### src/rtl/stopwatch_btn_ctrl.sv
// Four-button front end for a stopwatch: synchronise, debounce and arm each button, then emit prioritised single-cycle commands.
// Optional long-press clear on the stop button is enabled by defining STOPWATCH_LONGPRESS_CLR_EN.
module stopwatch_btn_ctrl #(
  parameter logic [15:0] DEBOUNCE_CYCLES = 16'd50000,
  parameter logic [31:0] HOLD_CYCLES     = 32'd100000000
) (
  input  logic       clk,
  input  logic       rst_n,
  input  logic       btn_start_raw,
  input  logic       btn_lap_raw,
  input  logic       btn_stop_raw,
  input  logic       btn_clr_raw,
  output logic       start,
  output logic       lap,
  output logic       stop,
  output logic       clr,
  output logic [3:0] btn_level
);

  localparam int CNT_W = $clog2(int'(DEBOUNCE_CYCLES) + 1);
  localparam int ARM_W = $clog2(int'(DEBOUNCE_CYCLES) + 2);
  localparam logic [CNT_W-1:0] DB_LAST  = CNT_W'(DEBOUNCE_CYCLES - 16'd1);
  // The two reset-cleared sync stages read as low, so arming needs two samples more than a debounce.
  localparam logic [ARM_W-1:0] ARM_LAST = ARM_W'(DEBOUNCE_CYCLES + 16'd1);

  typedef enum logic [1:0] {
    DISARMED = 2'd0,
    IDLE     = 2'd1,
    PRESSED  = 2'd2
  } btn_state_e;

  logic [3:0]       raw;
  logic [3:0]       sync1_q, sync1_d;
  logic [3:0]       sync2_q, sync2_d;
  logic [3:0]       level_q, level_d;
  logic [3:0]       req_q, req_d;
  logic [3:0]       pulse_q, pulse_d;
  logic [CNT_W-1:0] cnt_q [4];
  logic [CNT_W-1:0] cnt_d [4];
  logic [ARM_W-1:0] arm_q [4];
  logic [ARM_W-1:0] arm_d [4];
  btn_state_e       state_q [4];
  btn_state_e       state_d [4];
  logic             hold_fire;

  assign raw = {btn_clr_raw, btn_stop_raw, btn_lap_raw, btn_start_raw};

  always_comb begin
    sync1_d = raw;
    sync2_d = sync1_q;
    level_d = level_q;
    req_d   = 4'b0000;
    for (int i = 0; i < 4; i++) begin
      cnt_d[i]   = '0;
      arm_d[i]   = '0;
      state_d[i] = state_q[i];
      if (sync2_q[i] != level_q[i]) begin
        if (cnt_q[i] == DB_LAST) level_d[i] = ~level_q[i];
        else                     cnt_d[i]   = cnt_q[i] + CNT_W'(1);
      end
      case (state_q[i])
        DISARMED: begin
          if (!level_q[i] && !sync2_q[i]) begin
            if (arm_q[i] == ARM_LAST) state_d[i] = IDLE;
            else                      arm_d[i]   = arm_q[i] + ARM_W'(1);
          end
        end
        IDLE: begin
          if (level_q[i]) begin
            state_d[i] = PRESSED;
            req_d[i]   = 1'b1;
          end
        end
        PRESSED: begin
          if (!level_q[i]) state_d[i] = IDLE;
        end
        default: state_d[i] = DISARMED;
      endcase
    end
    req_d[3] = req_d[3] | hold_fire;
  end

  // Lower-priority requests that collide with a higher one are simply lost.
  always_comb begin
    pulse_d = 4'b0000;
    if (req_q[3])      pulse_d = 4'b1000;
    else if (req_q[2]) pulse_d = 4'b0100;
    else if (req_q[1]) pulse_d = 4'b0010;
    else if (req_q[0]) pulse_d = 4'b0001;
  end

  always_ff @(posedge clk) begin
    if (!rst_n) begin
      sync1_q <= '0;
      sync2_q <= '0;
      level_q <= '0;
      req_q   <= '0;
      pulse_q <= '0;
      for (int i = 0; i < 4; i++) begin
        cnt_q[i]   <= '0;
        arm_q[i]   <= '0;
        state_q[i] <= DISARMED;
      end
    end else begin
      sync1_q <= sync1_d;
      sync2_q <= sync2_d;
      level_q <= level_d;
      req_q   <= req_d;
      pulse_q <= pulse_d;
      for (int i = 0; i < 4; i++) begin
        cnt_q[i]   <= cnt_d[i];
        arm_q[i]   <= arm_d[i];
        state_q[i] <= state_d[i];
      end
    end
  end

`ifdef STOPWATCH_LONGPRESS_CLR_EN
  logic [31:0] hold_q, hold_d;

  // Saturates at HOLD_CYCLES so a long hold fires exactly once until stop is released.
  always_comb begin
    hold_d    = '0;
    hold_fire = 1'b0;
    if (state_q[2] == PRESSED && level_q[2]) begin
      hold_d    = (hold_q == HOLD_CYCLES) ? hold_q : hold_q + 32'd1;
      hold_fire = (hold_q == HOLD_CYCLES - 32'd1);
    end
  end

  always_ff @(posedge clk) begin
    if (!rst_n) hold_q <= '0;
    else        hold_q <= hold_d;
  end
`else
  assign hold_fire = 1'b0;
`endif

  assign {clr, stop, lap, start} = pulse_q;
  assign btn_level               = level_q;

endmodule

### config.mk
export PLATFORM = sky130hd
export DESIGN_NAME = stopwatch_btn_ctrl
export DESIGN_NICKNAME = d
export VERILOG_FILES = /design/src/rtl/stopwatch_btn_ctrl.sv
export SDC_FILE = /design/constraint.sdc
export NUM_CORES = 1
export LEC_CHECK = 0
export CORE_UTILIZATION = 45
export DETAILED_ROUTE_END_ITERATION = 8
export SLEW_MARGIN = 20
export SYNTH_ARGS = -nofsm -noshare
export SYNTH_HDL_FRONTEND = slang
export SYNTH_SLANG_ARGS = --single-unit
### constraint.sdc
create_clock -name clk -period 2.4 [get_ports clk]
set_input_delay 0.48 -clock clk [delete_from_list [all_inputs] [get_ports clk]]
set_output_delay 0.48 -clock clk [all_outputs]
set_load 0.01 [all_outputs]
==> metrics.txt, run 1 <==
status=finished clean; drt initial violations=226; Die Ht=124.1 um; final hold violation count=0; commonest non-fill, non-tap cell in the layout=dfxtp_1; CTS resizes=0; antenna-violating nets left=0; multi-input logic area=3357 um^2; first-pass GRT wire length=20.82 mm; WP data required=2.69 ns; setup TNS=0 ns; Worst-Skew Late Latency=0.42 ns; global route total overflow=0; Layout Skew=0.004360 ns; die area=15400 um^2; initial core utilization=0.4614; clock root cell=clkbuf_16; Pwr Total=0.005405 W; clk slew on worst S/H paths=0.06 ns; DRC Markers=0; crit share post-route=0.8048; Yosys reg bits=156; FF/Latch Area=3123 um^2; syn avg cell area=8.848 um^2; post-synthesis mux area share=0.004478; Ys Warns=0; slew at the pin closest to its max-slew limit=0.6302 ns; register area share after synthesis=0.4657; CTS tree=built; Mapped Area=6706 um^2; largest net degree at the start of global routing=23; ys flop type=dfxtp_1; critical path class=reg2reg; Worst Path Max Fanout=16; Core Region=14530 um^2; port buffer count=13; final setup fails=0; layout filler cell count=1378; FF-to-FF Start=cnt_q[0][0]$_SDFF_PP0_; Max-Slew Margin vs Limit=0.5799; first-pass iteration count of the detailed router=4; Synth async-reset ratio=0; LEAKAGE=2.357 nW; Critical Path Start=cnt_q[0][0]$_SDFF_PP0_; Final HPWL DP=8.056 mm; fin crit period=1.931 ns; clk buf depth=2; PD cells=709.3 nW/um^2; H-tree Lvls=4; Diodes inserted=0; most frequent cells in the layout=156 x dfxtp_1, 147 x nor2_1, 84 x xnor2_1; vias=5026; xor and xnor area share after synthesis=0.1437; Tightest Hold Check Type=reg2reg; # Post-CTS Setup Buffers=0; max-cap check violation count=0; f_max=0.5177 GHz; initial antenna violation count=0; Vias/cell=5.155; Critical Path End Type=flop; layout cells sized above 1=0.06574; routed len/inst=12.13 um; RSZ-0062 raised after global routing=no; Max IR drop VDD=0.5030 mV; pins over their slew limit=0; Net Count, Synth=780; Final #Nets=800; number of synthesized flops with an enable pin=0; CTS Buf Count=17; post-synth cell types=47; Hold Startpoint=req_q[1]$_SDFF_PN0_; crit start category=flop; P&R area growth vs syn=13.62%; Gate Count Post-Synth=758; Overall Global Routing Usage=0.1704; Synth Area in Adders=0.02985; DRT Wirelength=11.83 mm; hold-fix buffers at CTS=0; Die X=124.1 um; Synth Area in Compound Gates=0.01959; Arrival @ worst endpoint=2.22 ns; main combinational cell family by area after synthesis=simple AND/OR/NAND/NOR gates; Synth Area in Simple Gates=0.3030; vias in the first global route=4809; # IOs=14; Routability Congestion=0.7940; CTS sink cnt=156; Rows=44
-- logic make-up after synthesis --
family	after synthesis
buf+inv	56
flops	156
fa+ha+maj	16
compound gates	23
xor+xnor	110
simple gates	394
mux	3
-- routing by layer --
metal  vias up  track usage  part of all wire
met5         -            0                 0
met4         0      0.06771             0.012
met3        10      0.05311             0.032
met2        56       0.2818              0.47
met1      2341       0.2047              0.49
li1       2619            -                 -
-- per-stage QoR --
stage | instances | util | hold slack, ns | setup WS [ns] | instance area, um^2
2_1_floorplan | 758 | - | 0.3897 | 0.6611 | 6706
3_3_place_gp | 943 | 0.4833 | 0.4123 | 0.3983 | 7024
3_5_place_dp | 943 | 0.4833 | 0.4128 | 0.3125 | 7024
4_1_cts | 975 | 0.5243 | 0.4254 | 0.4339 | 7620
5_1_grt | 975 | 0.5243 | 0.4445 | 0.2158 | 7620
6_report | 975 | 0.5243 | 0.4227 | 0.4686 | 7620
-- Yosys cell counts, types with 2 or more instances --
cell type | number | area, um^2
dfxtp_1 | 156 | 3123
nor2_1 | 147 | 551.8
xnor2_1 | 84 | 735.7
nand3_1 | 45 | 225.2
nand2_1 | 43 | 161.4
inv_1 | 39 | 146.4
nor4_1 | 36 | 225.2
nand4_1 | 31 | 193.9
xor2_1 | 26 | 227.7
nor3_1 | 24 | 120.1
ha_1 | 16 | 200.2
clkbuf_1 | 13 | 48.80
a21oi_1 | 11 | 55.05
and2_1 | 11 | 68.82
and3_1 | 6 | 37.54
nor3b_1 | 6 | 45.04
nor4b_1 | 6 | 52.55
o21ai_0 | 6 | 30.03
or4_1 | 5 | 37.54
nor4bb_1 | 4 | 40.04
and4_1 | 3 | 26.28
mux2i_1 | 3 | 30.03
nand4b_1 | 3 | 26.28
or2_2 | 3 | 18.77
or3b_2 | 3 | 26.28
buf_4 | 2 | 15.01
nand2b_1 | 2 | 12.51
nand3b_2 | 2 | 22.52
nand4bb_1 | 2 | 22.52
o31ai_1 | 2 | 15.01
or3_1 | 2 | 12.51
-- state kept, by name, indices dropped and copies added (netlist names) --
signal and count:
arm_q 64, btn_level 4, cnt_q 64, pulse_q 4
req_q 4, state_q 8, sync1_q 4, sync2_q 4
-- power breakdown --
part	switching, W	leakage, nW	total (W)	internal [W]
Combinational	0.0000615	0.817	0.000102	0.0000402
Clock	0.00107	0.279	0.00266	0.00159
Sequential	0.0000252	1.26	0.00264	0.00261
Total	0.00116	2.36	0.00540	0.00425
-- worst max-delay path, cell delays in order, from the launching register on --
cell and delay [ns]:
dfxtp_1 0.37, ha_1 0.20, nand3_1 0.11, nor4_1 0.49, a21o_1 0.52, nor2_1 0.11
-- path summary, 6_finish.rpt --
kind                            end  slack [ns]  cells past startpoint
min reg2reg   pulse_q[0]$_SDFF_PP0_        0.42                      1
min           pulse_q[0]$_SDFF_PP0_        0.42                      1
max reg2reg  cnt_q[0][3]$_SDFF_PP0_        0.47                      5
max          cnt_q[0][3]$_SDFF_PP0_        0.47                      5
-- area by class of cell --
class	count	area share
tap	184	0.03021
inverter	39	0.01921
clock buffer	20	0.05993
timing repair buffer	18	0.02200
multi-input combinational	546	0.4406
sequential	156	0.4099
clock inverter	12	0.01823
(Power assumes the default switching activity.)
==> run 2: changes to the inputs <==
clock period = 1.8 ns   (was 2.4 ns; I/O delays follow)
==> run 2 against run 1 <==
  * Design area up 3.7%
  * Clock skew up 0.0020 ns
  * Largest cell class unchanged
  * Sequential share of layout area down 1.5 points
  * Sequential power up 33%
  * Highest routed layer unchanged
==> metrics.txt, run 2 (same netlist as run 1, synthesis figures left out) <==
global route total overflow=0; Layout Skew=0.006313 ns; status=finished clean; Vias/cell=5.175; Crit path max-delay family=simple AND/OR/NAND/NOR gates; FF/Latch Area=3123 um^2; commonest non-fill, non-tap cell in the layout=dfxtp_1; Diodes inserted=0; Core Region=14530 um^2; # IOs=14; LEAKAGE=2.590 nW; Pwr Total=0.007371 W; multi-input logic area=3420 um^2; design area=7901 um^2; Die Ht=124.1 um; post-place setup slack=-0.01016 ns; Worst-Skew Late Latency=0.42 ns; critical path class=reg2reg; initial core utilization=0.4614; slew at the pin closest to its max-slew limit=0.4634 ns; H-tree Lvls=4; Die X=124.1 um; Overall Global Routing Usage=0.1774; crit start category=flop; f_max=0.5753 GHz; flop2flop setup slack=0.06 ns; Final #Nets=824; clk slew on worst S/H paths=0.06 ns; area of placed instances=7222 um^2; Max IR drop VDD=0.6696 mV; first-pass GRT wire length=21.54 mm; layout filler cell count=1308; clock root cell=clkbuf_16; die area=15400 um^2; Final WS setup=0.06166 ns; Bufs and invs on worst path=0; Max-Slew Margin vs Limit=0.6899; CP endpoint=arm_q[2][12]$_SDFF_PP0_; CTS tree=built; crit share post-route=0.9657; hold path depth=1; max-cap check violation count=0; FF-to-FF Start=arm_q[2][13]$_SDFF_PP0_; DRT Wirelength=12.73 mm; DRC Markers=0; Critical Path End Type=flop; WP data required=2.10 ns; Arrival @ worst endpoint=2.04 ns; antenna-violating nets left=0; port buffer count=13; initial antenna violation count=0; first-pass iteration count of the detailed router=4; Worst Path Max Fanout=8; vias in the first global route=4873; P&R area growth vs syn=17.82%; # Post-CTS Setup Buffers=0; largest net degree at the start of global routing=30; routed len/inst=12.75 um; top flop regs=arm_q x64, cnt_q x64, state_q x8; drt initial violations=307; worst r2r path cells=4; layout cells sized above 1=0.09337; Tightest Hold Check Type=reg2reg; pins over their slew limit=0; Rows=44; Routability Congestion=0.8073; setup TNS=0 ns; final hold violation count=0; cell depth of the worst setup path=4; RR Endpoint=arm_q[2][12]$_SDFF_PP0_; most frequent cells in the layout=156 x dfxtp_1, 147 x nor2_1, 84 x xnor2_1; CP max stage cell=or4b_2; CP cell instances=or4b_2, nor4_4, nand4b_2, nor2_1; Critical Path Start=arm_q[2][13]$_SDFF_PP0_; fin crit period=1.738 ns; vias=5165; CP max stage delay=0.70 ns; final setup fails=0; CTS Buf Count=17; Final HPWL DP=8.529 mm; clk buf depth=2; CTS sink cnt=156; PD cells=932.9 nW/um^2
-- run 2: changes by cell type in the layout (fill, tap and decap cells not counted), moves of 2 or more --
cell,change
buf_12,+2
clkinv_2,+3
clkinvlp_4,-4
dlymetal6s2s_1,+2
clkdlybuf4s50_1,-2
nand3b_4,+2
clkbuf_8,+3
buf_4,+21
inv_6,-2
nand3b_2,-2
clkinv_4,-3
-- run 2: per-layer routing --
metal / share of wire / routed length, um / up-vias / track usage
met5: 0 / 0 / - / 0
met4: 0.018 / 227 / 0 / 0.08854
met3: 0.025 / 320 / 20 / 0.04441
met2: 0.49 / 6224 / 42 / 0.2959
met1: 0.47 / 5956 / 2423 / 0.2111
li1: - / - / 2680 / -
-- run 2: per-stage QoR --
stage	instances	hold WS (ns)	utilization
2_1_floorplan	758	0.3897	-
3_3_place_gp	966	0.4169	0.4969
3_5_place_dp	966	0.4169	0.4969
4_1_cts	997	0.4237	0.5402
5_1_grt	998	0.4351	0.5436
6_report	998	0.4183	0.5436
-- run 2: repair_timing --
item / CTS / global route
endpoints found under the setup margin: 19 / 48
gates cloned: 0 / 1
pin swaps: 0 / 0
resized for setup: 2 / 6
hold buffers: 0 / 0
-- run 2: layout make-up --
class / instances / share of cell area
Multi-Input combinational cell: 547 / 0.4328
Clock inverter: 7 / 0.01394
Tap cell: 184 / 0.02914
Clock buffer: 24 / 0.06350
Timing Repair Buffer: 41 / 0.04687
Inverter: 39 / 0.01853
Sequential cell: 156 / 0.3952
-- run 2: report_power, final --
| group | internal [W] | total (W) | switching (W) |
|---|---|---|---|
| sequential | 0.00349 | 0.00352 | 0.0000327 |
| clock | 0.00235 | 0.00369 | 0.00134 |
| combinational | 0.0000659 | 0.000158 | 0.0000924 |
-- run 2: worst min path at each step --
stage / start / slack [ns] / end
after floorplan: req_q[1]$_SDFF_PN0_ / 0.39 / pulse_q[0]$_SDFF_PP0_
after global placement: req_q[1]$_SDFF_PN0_ / 0.42 / pulse_q[0]$_SDFF_PP0_
after detailed placement: req_q[1]$_SDFF_PN0_ / 0.42 / pulse_q[0]$_SDFF_PP0_
after CTS: req_q[1]$_SDFF_PN0_ / 0.42 / pulse_q[0]$_SDFF_PP0_
after global routing: req_q[1]$_SDFF_PN0_ / 0.44 / pulse_q[0]$_SDFF_PP0_
final: req_q[1]$_SDFF_PN0_ / 0.42 / pulse_q[0]$_SDFF_PP0_
-- run 2: worst register-to-register path, cell delays in order (launching register included) --
cell	delay, ns
dfxtp_1	0.30
or4b_2	0.70
nor4_4	0.25
nand4b_2	0.30
nor2_1	0.08
==> run 3: changes to the inputs <==
CAP_MARGIN = 20   (was not set)
CORE_UTILIZATION = 62   (was 45)
PLACE_DENSITY = 0.8   (was not set)
==> run 3 against run 2 <==
  * Fmax rose by 0.53%
  * Sequential cell count did not move
  * Cell count down 5.6%
  * Sequential share of layout area grew 0.78 points
  * Die area decreased by 27%
  * Clock skew decreased by 0.00065 ns
  * Design area down 1.9%
  * Register-to-register slack better by 0.02 ns
  * Combinational power fell by 3%
  * Non-clock buffer count down 7
  * Worst hold slack better by 0.0032 ns
  * Critical path type is now reg2out
==> metrics.txt, run 3 (same netlist as run 1, synthesis figures left out) <==
status=finished clean; crit start category=flop; Worst Path Max Fanout=1; vias=5234; Max-Slew Margin vs Limit=0.6765; Critical Path Start=pulse_q[0]$_SDFF_PP0_; CP max stage delay=0.53 ns; first-pass GRT wire length=22.31 mm; Max IR drop VDD=0.9620 mV; most frequent cells in the layout=154 x dfxtp_1, 147 x nor2_1, 84 x xnor2_1; slew at the pin closest to its max-slew limit=0.4809 ns; DRT Wirelength=12.85 mm; Pwr Total=0.007236 W; layout cells sized above 1=0.08933; clk buf depth=2; Core Region=10420 um^2; worst r2r path cells=4; RR Endpoint=cnt_q[1][3]$_SDFF_PP0_; area of placed instances=7109 um^2; H-tree Lvls=4; Bufs and invs on worst path=1; Vias/cell=5.556; LEAKAGE=2.533 nW; Crit path max-delay family=buffers and inverters; CP max stage cell=clkdlybuf4s50_1; largest net degree at the start of global routing=30; layout filler cell count=737; top flop regs=arm_q x64, cnt_q x64, state_q x8; DRC Markers=0; Arrival @ worst endpoint=1.37 ns; fin crit period=1.729 ns; hold path depth=1; Tightest Hold Check Type=reg2reg; CTS resizes=5; Final HPWL DP=8.575 mm; Diodes inserted=0; CTS Buf Count=17; Critical Path End Type=output pin; PD cells=933.3 nW/um^2; final setup fails=0; Worst-Skew Late Latency=0.53 ns; Hold Startpoint=req_q[1]$_SDFF_PN0_; critical path class=reg2out; CTS sink cnt=156; FF-to-FF Start=cnt_q[1][12]$_SDFF_PP0_; CTS tree=built; clk slew on worst S/H paths=0.06 ns; port buffer count=13; flop2flop setup slack=0.08 ns; P&R area growth vs syn=15.62%; Hold Path End=pulse_q[0]$_SDFF_PP0_; drt initial violations=350; Rows=37; hold-fix buffers at CTS=0; clock root cell=clkbuf_8; initial antenna violation count=0; pins over their slew limit=0; WP data required=1.44 ns; # IOs=14; routed len/inst=13.64 um; Die X=106.0 um; Routability Congestion=0.8880; Overall Global Routing Usage=0.2462; design area=7754 um^2; Final #Nets=816; Die Ht=106.0 um; # Post-CTS Setup Buffers=0; global route total overflow=0; commonest non-fill, non-tap cell in the layout=dfxtp_1; crit share post-route=0.9606; antenna-violating nets left=0; die area=11240 um^2; Layout Skew=0.005663 ns; final hold violation count=0; first-pass iteration count of the detailed router=5; vias in the first global route=5151; max-cap check violation count=0; f_max=0.5783 GHz; initial core utilization=0.6438; CP cell instances=clkdlybuf4s50_1
run 3: routing by layer:
layer | vias to the layer above | part of all wire | GRT usage
met3 | 22 | 0.032 | 0.07541
li1 | 2659 | - | -
met5 | - | 0 | 0
met2 | 73 | 0.50 | 0.4388
met4 | 0 | 0.016 | 0.07044
met1 | 2480 | 0.45 | 0.2833
run 3: per-stage QoR:
| step | instances | hold WS, ns | TNS [ns] | worst slack [ns] | util |
|---|---|---|---|---|---|
| 6_report | 942 | 0.4215 | 0 | 0.07089 | 0.7444 |
| 5_1_grt | 942 | 0.4179 | -0.05232 | -0.01490 | 0.7444 |
| 2_1_floorplan | 758 | 0.3897 | 0 | 0.06112 | - |
| 3_3_place_gp | 911 | 0.4039 | 0 | 0.08329 | 0.6825 |
| 3_5_place_dp | 911 | 0.4131 | 0 | 0.008356 | 0.6825 |
| 4_1_cts | 942 | 0.4236 | 0 | 0.003354 | 0.7395 |
run 3: worst max-delay path by stage:
| stage | to | slack [ns] | cells past startpoint |
|---|---|---|---|
| finish | start | 0.07 | 1 |
| global route | cnt_q[3][6]$_SDFF_PP0_ | -0.01 | 4 |
| CTS | arm_q[2][6]$_SDFF_PP0_ | 0.003 | 4 |
| detailed placement | arm_q[2][7]$_SDFF_PP0_ | 0.008 | 4 |
| global placement | arm_q[2][6]$_SDFF_PP0_ | 0.08 | 4 |
| floorplan | cnt_q[0][10]$_SDFF_PP0_ | 0.06 | 6 |
run 3: power breakdown:
group          total [W]  internal [W]  leakage (nW)  switching [W]
Clock            0.00356       0.00221         0.289        0.00135
Combinational   0.000153     0.0000647         0.983      0.0000882
Sequential       0.00352       0.00349          1.26      0.0000359
run 3: layout make-up:
class	count	area (um^2)	share of cell area
tap	136	170.2	0.02195
multi-input combinational	546	3405	0.4391
sequential	156	3126	0.4031
timing repair buffer	34	310.3	0.04002
inverter	39	146.4	0.01888
clock inverter	11	141.4	0.01823
clock buffer	20	455.4	0.05874
